--- config.mk ---
export PLATFORM = sky130hd
export DESIGN_NAME = fetch_unit
export DESIGN_NICKNAME = d
export VERILOG_FILES = /design/src/rtl/fetch_pkg.sv /design/src/rtl/fetch_unit_npc_logic.sv /design/src/rtl/fetch_unit.sv
export SDC_FILE = /design/constraint.sdc
export NUM_CORES = 1
export LEC_CHECK = 0
export CAP_MARGIN = 20
export CORE_MARGIN = 1.5
export CORE_UTILIZATION = 45
export DETAILED_ROUTE_END_ITERATION = 8
export DONT_BUFFER_PORTS = 1
export PLACE_DENSITY_LB_ADDON = 0.05
export REMOVE_ABC_BUFFERS = 1
export SLEW_MARGIN = 30
export SYNTH_ARGS = -nofsm -noshare
export SYNTH_HDL_FRONTEND = slang
export SYNTH_SLANG_ARGS = --single-unit
--- constraint.sdc ---
create_clock -name i_clk -period 4.9 [get_ports i_clk]
set_input_delay 0.98 -clock i_clk [delete_from_list [all_inputs] [get_ports i_clk]]
set_output_delay 0.98 -clock i_clk [all_outputs]
set_load 0.03 [all_outputs]
--- src/rtl/fetch_pkg.sv ---
// Shared types and instruction field positions for the fetch stage.
package fetch_pkg;

  typedef enum logic [1:0] {
    ST_IDLE  = 2'd0,
    ST_FETCH = 2'd1,
    ST_EXEC  = 2'd2
  } state_t;

  localparam int OPCODE_MSB = 31;
  localparam int OPCODE_LSB = 26;
  localparam int FUNCT_MSB  = 5;
  localparam int FUNCT_LSB  = 0;
  localparam int IMM16_MSB  = 15;
  localparam int JADDR_MSB  = 25;

  localparam logic [31:0] DEFAULT_RESET_PC = 32'h0000_0000;

  // Branch displacement: sign-extended 16-bit word offset as a byte offset.
  function automatic logic [31:0] branch_offset(input logic [IMM16_MSB:0] imm);
    return {{14{imm[IMM16_MSB]}}, imm, 2'b00};
  endfunction

endpackage

--- src/rtl/fetch_unit_npc_logic.sv ---
// Next-PC selection for the retiring instruction: jump beats taken branch beats sequential.
module npc_logic
  import fetch_pkg::*;
(
  input  logic [31:0]        i_pc_plus4,
  input  logic [JADDR_MSB:0] i_instr,
  input  logic               i_branch,
  input  logic               i_zero,
  input  logic               i_jmp,
  output logic [31:0]        o_next_pc
);

  logic [31:0] w_jump_target;
  logic [31:0] w_branch_target;

  assign w_jump_target   = {i_pc_plus4[31:28], i_instr[JADDR_MSB:0], 2'b00};
  assign w_branch_target = i_pc_plus4 + branch_offset(i_instr[IMM16_MSB:0]);

  always_comb begin
    o_next_pc = i_pc_plus4;
    if (i_jmp) begin
      o_next_pc = w_jump_target;
    end else if (i_branch && i_zero) begin
      o_next_pc = w_branch_target;
    end
  end

endmodule

--- src/rtl/fetch_unit.sv ---
// Instruction fetch stage: holds PC, fetches one word per instruction, advances on retire.
module fetch_unit
  import fetch_pkg::*;
#(
  parameter logic [31:0] RESET_PC = DEFAULT_RESET_PC
) (
  input  logic        i_clk,
  input  logic        i_rst,
  output logic        o_imem_req,
  output logic [31:0] o_imem_addr,
  input  logic        i_imem_rvalid,
  input  logic [31:0] i_imem_rdata,
  output logic [31:0] o_instr,
  output logic [5:0]  o_opcode,
  output logic [5:0]  o_funct,
  output logic        o_instr_valid,
  input  logic        i_branch,
  input  logic        i_zero,
  input  logic        i_jmp,
  input  logic        i_retire,
  output logic [31:0] o_pc,
  output logic [31:0] o_pc_plus4,
  output logic [31:0] o_retired_cnt,
  output logic [1:0]  o_state
);

  // Handshake: o_imem_req stays high for the whole FETCH state; the word is
  // accepted on any edge where req and i_imem_rvalid are both high. rvalid
  // outside FETCH and i_retire outside EXEC have no effect.

  state_t      r_state;
  state_t      w_state_next;
  logic [31:0] r_pc;
  logic [31:0] r_instr;
  logic [31:0] r_retired_cnt;
  logic [31:0] w_pc_plus4;
  logic [31:0] w_next_pc;
  logic        w_accept;
  logic        w_retire;

  assign w_pc_plus4 = r_pc + 32'd4;
  assign w_accept   = (r_state == ST_FETCH) && i_imem_rvalid;
  assign w_retire   = (r_state == ST_EXEC) && i_retire;

  npc_logic u_npc (
    .i_pc_plus4 (w_pc_plus4),
    .i_instr    (r_instr[JADDR_MSB:0]),
    .i_branch   (i_branch),
    .i_zero     (i_zero),
    .i_jmp      (i_jmp),
    .o_next_pc  (w_next_pc)
  );

  always_comb begin
    w_state_next = r_state;
    case (r_state)
      ST_IDLE:  w_state_next = ST_FETCH;
      ST_FETCH: if (i_imem_rvalid) w_state_next = ST_EXEC;
      ST_EXEC:  if (i_retire) w_state_next = ST_FETCH;
      default:  w_state_next = ST_IDLE;
    endcase
  end

  always_ff @(posedge i_clk) begin
    if (i_rst) begin
      r_state       <= ST_IDLE;
      r_pc          <= RESET_PC;
      r_instr       <= 32'd0;
      r_retired_cnt <= 32'd0;
    end else begin
      r_state <= w_state_next;
      if (w_accept) begin
        r_instr <= i_imem_rdata;
      end
      if (w_retire) begin
        r_pc          <= w_next_pc;
        r_retired_cnt <= r_retired_cnt + 32'd1;
      end
    end
  end

  assign o_imem_req    = (r_state == ST_FETCH);
  assign o_instr_valid = (r_state == ST_EXEC);
  assign o_imem_addr   = r_pc;
  assign o_pc          = r_pc;
  assign o_pc_plus4    = w_pc_plus4;
  assign o_instr       = r_instr;
  assign o_opcode      = r_instr[OPCODE_MSB:OPCODE_LSB];
  assign o_funct       = r_instr[FUNCT_MSB:FUNCT_LSB];
  assign o_retired_cnt = r_retired_cnt;
  assign o_state       = r_state;

endmodule
==> impl_metrics.tcl <==
set metrics [dict create \
    outcome "completed" \
    synth_top_area_share_pct 28.89 \
    hp-class "reg -> reg" \
    num_rows 44 \
    nets 950 \
    setup_viol 0 \
    hold_viol 0 \
    post-place-cells 1046 \
    die_area_um2 15520 \
    clockBufferDepth 2 \
    wl_per_cell_um 18.94 \
    max_cap_violations 0 \
    drive_gt1_share_pct 10.71 \
    diodes 0 \
    clock-sinks 96 \
    totalWireLength_um 20110 \
    first_pass_iters 5 \
    synth_async_sr_flop_share_pct 0 \
    rsz0062_at_grt "no" \
    worst_slew_pin_slew_ns 1.020 \
    ys_seq_area_share_pct 28.89 \
    cts_setup_buffers 0 \
    synth_ff_type "dfxtp_1" \
    worstPathRequired_ns 5.15 \
    fillCellCount 1461 \
    post-synth-top-area-cell "dfxtp_1" \
    ios 215 \
    core-area_um2 14480 \
    cp_slowest_cell "or3_1" \
    postSynthCellCount 884 \
    syn_to_final_growth_pct 7.788 \
    fin_skew_ns 0.009882 \
    grt-ovfl-total 0 \
    clk_pin_slew_ns 0.07 \
    cts_hold_buf 0 \
    final_cells 1062 \
    tritoncts "built" \
    worstPathCellList "buf_4 -> nand3_1 -> nor3_1 -> nand2_1 -> xnor2_1 -> buf_4 -> ha_1 -> a21o_1 -> a211o_1 -> or3_1 -> a31oi_1 -> or3_1 -> nand2_1 -> xor2_1 -> a221o_1" \
    multi_input_area_um2 4183 \
    cts-root-buf "clkbuf_16" \
    grt_pass1_wl_um 32420 \
    syn-mean-instance-area_um2 7.524 \
    setup-tns-final_ns 0 \
    crit_path_start_kind "register" \
    ys_types 64 \
    slew_headroom_pct 31.87 \
    final_max_slew_viol_count 0 \
    drc 0 \
    critPathArrivalTime_ns 4.26 \
    fmax_mhz 249.0 \
    path_max_fanout 7 \
    die_h_um 124.6 \
    viasPerCell 5.842 \
    synth_area_leaders "dfxtp_1 29%, nand2_1 9.0%, a21oi_1 7.7%" \
    power.leakage_uw 0.002950 \
    clock_latency_ns 0.35 \
    synth-seq-cells 96 \
    hold-worst-slack_ns 0.5733 \
    criticalPathCategory "reg -> reg" \
    period_needed_ns 4.017 \
    cp-end-kind "register" \
    die_w_um 124.6 \
    post-route-period-util_pct 81.97 \
    postCtsResizedCells 0 \
    slowest_delay_ns 0.37 \
    cts_buffers 9 \
    peakVddDrop_v 0.0001496 \
    grt_max_degree 95 \
    grt_pass1_vias 5893 \
    drt-initial-drc-count 488 \
    cts_max_level 3 \
    mappedNetlistArea_um2 6651 \
    gp_congestion 0.9698 \
    p_per_area_nw_per_um2 253.3 \
    portBuffers 0 \
    synth_edf_count 0 \
    ant_nets 0 \
    layout_common_cells "160 x nand2_1, 102 x a21oi_1, 96 x dfxtp_1" \
    start_util_pct 45.94 \
    area.sequential_um2 1922 \
    antenna_found_initial 0 \
    ys_warn_count 0 \
    grt_usage_pct 25.87 \
    layout_commonest_cell "nand2_1" \
    dp_hpwl_um 15110 \
    vias 6204 \
]
-- cell usage after synthesis (all sizes together), types with 4 or more instances --
master  count
and4        5
a21oi     102
inv        13
nor3       12
and2        5
nand4      20
a221o       5
a31oi       7
a211oi      6
xor2       40
nand3      28
dfxtp      96
nand2     160
buf        55
clkbuf     34
or3         8
o21a        4
xnor2      41
nor2       72
and3       19
mux2i       4
o21ai      38
a21o       16
o211ai      8
o31ai       4
ha         37
-- sequential cells by signal, summed over array words and instances (netlist names) --
name	count
o_imem_addr	30
o_retired_cnt	32
o_instr	32
o_state	2
-- power by group --
| part | leakage [uW] | switching [uW] | internal, uW |
|---|---|---|---|
| Sequential | 0.000777 | 59.9 | 797 |
| Combinational | 0.00202 | 120 | 54.0 |
| Clock | 0.000152 | 331 | 454 |
-- per-layer routing --
metal / track usage, % / share of wire, %
met1: 34.32 / 44
met2: 40.98 / 45
met3: 7.861 / 9.4
met4: 6.558 / 1.9
met5: 0 / 0
-- worst max-delay path: cells and delay by family (launching register included) --
family	cells	cell delay (ns)
AND/OR/NAND/NOR	6	1.42
AO/OA/AOI/OAI	4	1.04
XOR/XNOR	2	0.36
adder cells (fa/ha/maj)	1	0.31
buffers and inverters	2	0.46
flip-flops	1	0.31
-- logic make-up after synthesis --
family	count (synthesis)	synth area share, %
and+or+nand+nor	344	23.80
AOI/OAI and AO/OA	218	20.18
buffers and inverters	102	8.540
DFF	96	28.89
xor gates and xnor gates	81	10.67
adders and majority gates	38	7.261
muxes	4	0.6020
other	1	0.05638
-- layout make-up --
type / instances / share of cell area, %
multi-input cells: 691 / 58.34
flip-flops and latches: 96 / 26.81
repair buffers: 62 / 6.492
clock buffers: 11 / 3.246
well taps: 184 / 3.211
clock inverters: 5 / 1.222
inverters: 13 / 0.6806
-- per-stage QoR --
step	cell area, um^2	utilization [%]	total power (uW)	worst slack, ns
final	7169	49.52	1816	0.8834
after global routing	7169	49.52	1883	0.6718
after CTS	7169	49.52	1834	0.8946
after detailed placement	6849	47.30	1048	0.9281
after global placement	6849	47.30	1046	1.039
after floorplan	6151	-	995.2	0.5331
-- final timing paths --
check	startpoint	endpoint	slack, ns	cells past startpoint
worst max register to register	o_imem_addr[5]	o_imem_addr[25]	0.88	15
worst max-delay path	o_imem_addr[5]	o_imem_addr[25]	0.88	15
worst min-delay path	o_imem_addr[22]	o_imem_addr[22]	0.57	2
worst min register to register	o_imem_addr[22]	o_imem_addr[22]	0.57	2
Power figures use the tool's default switching activity.
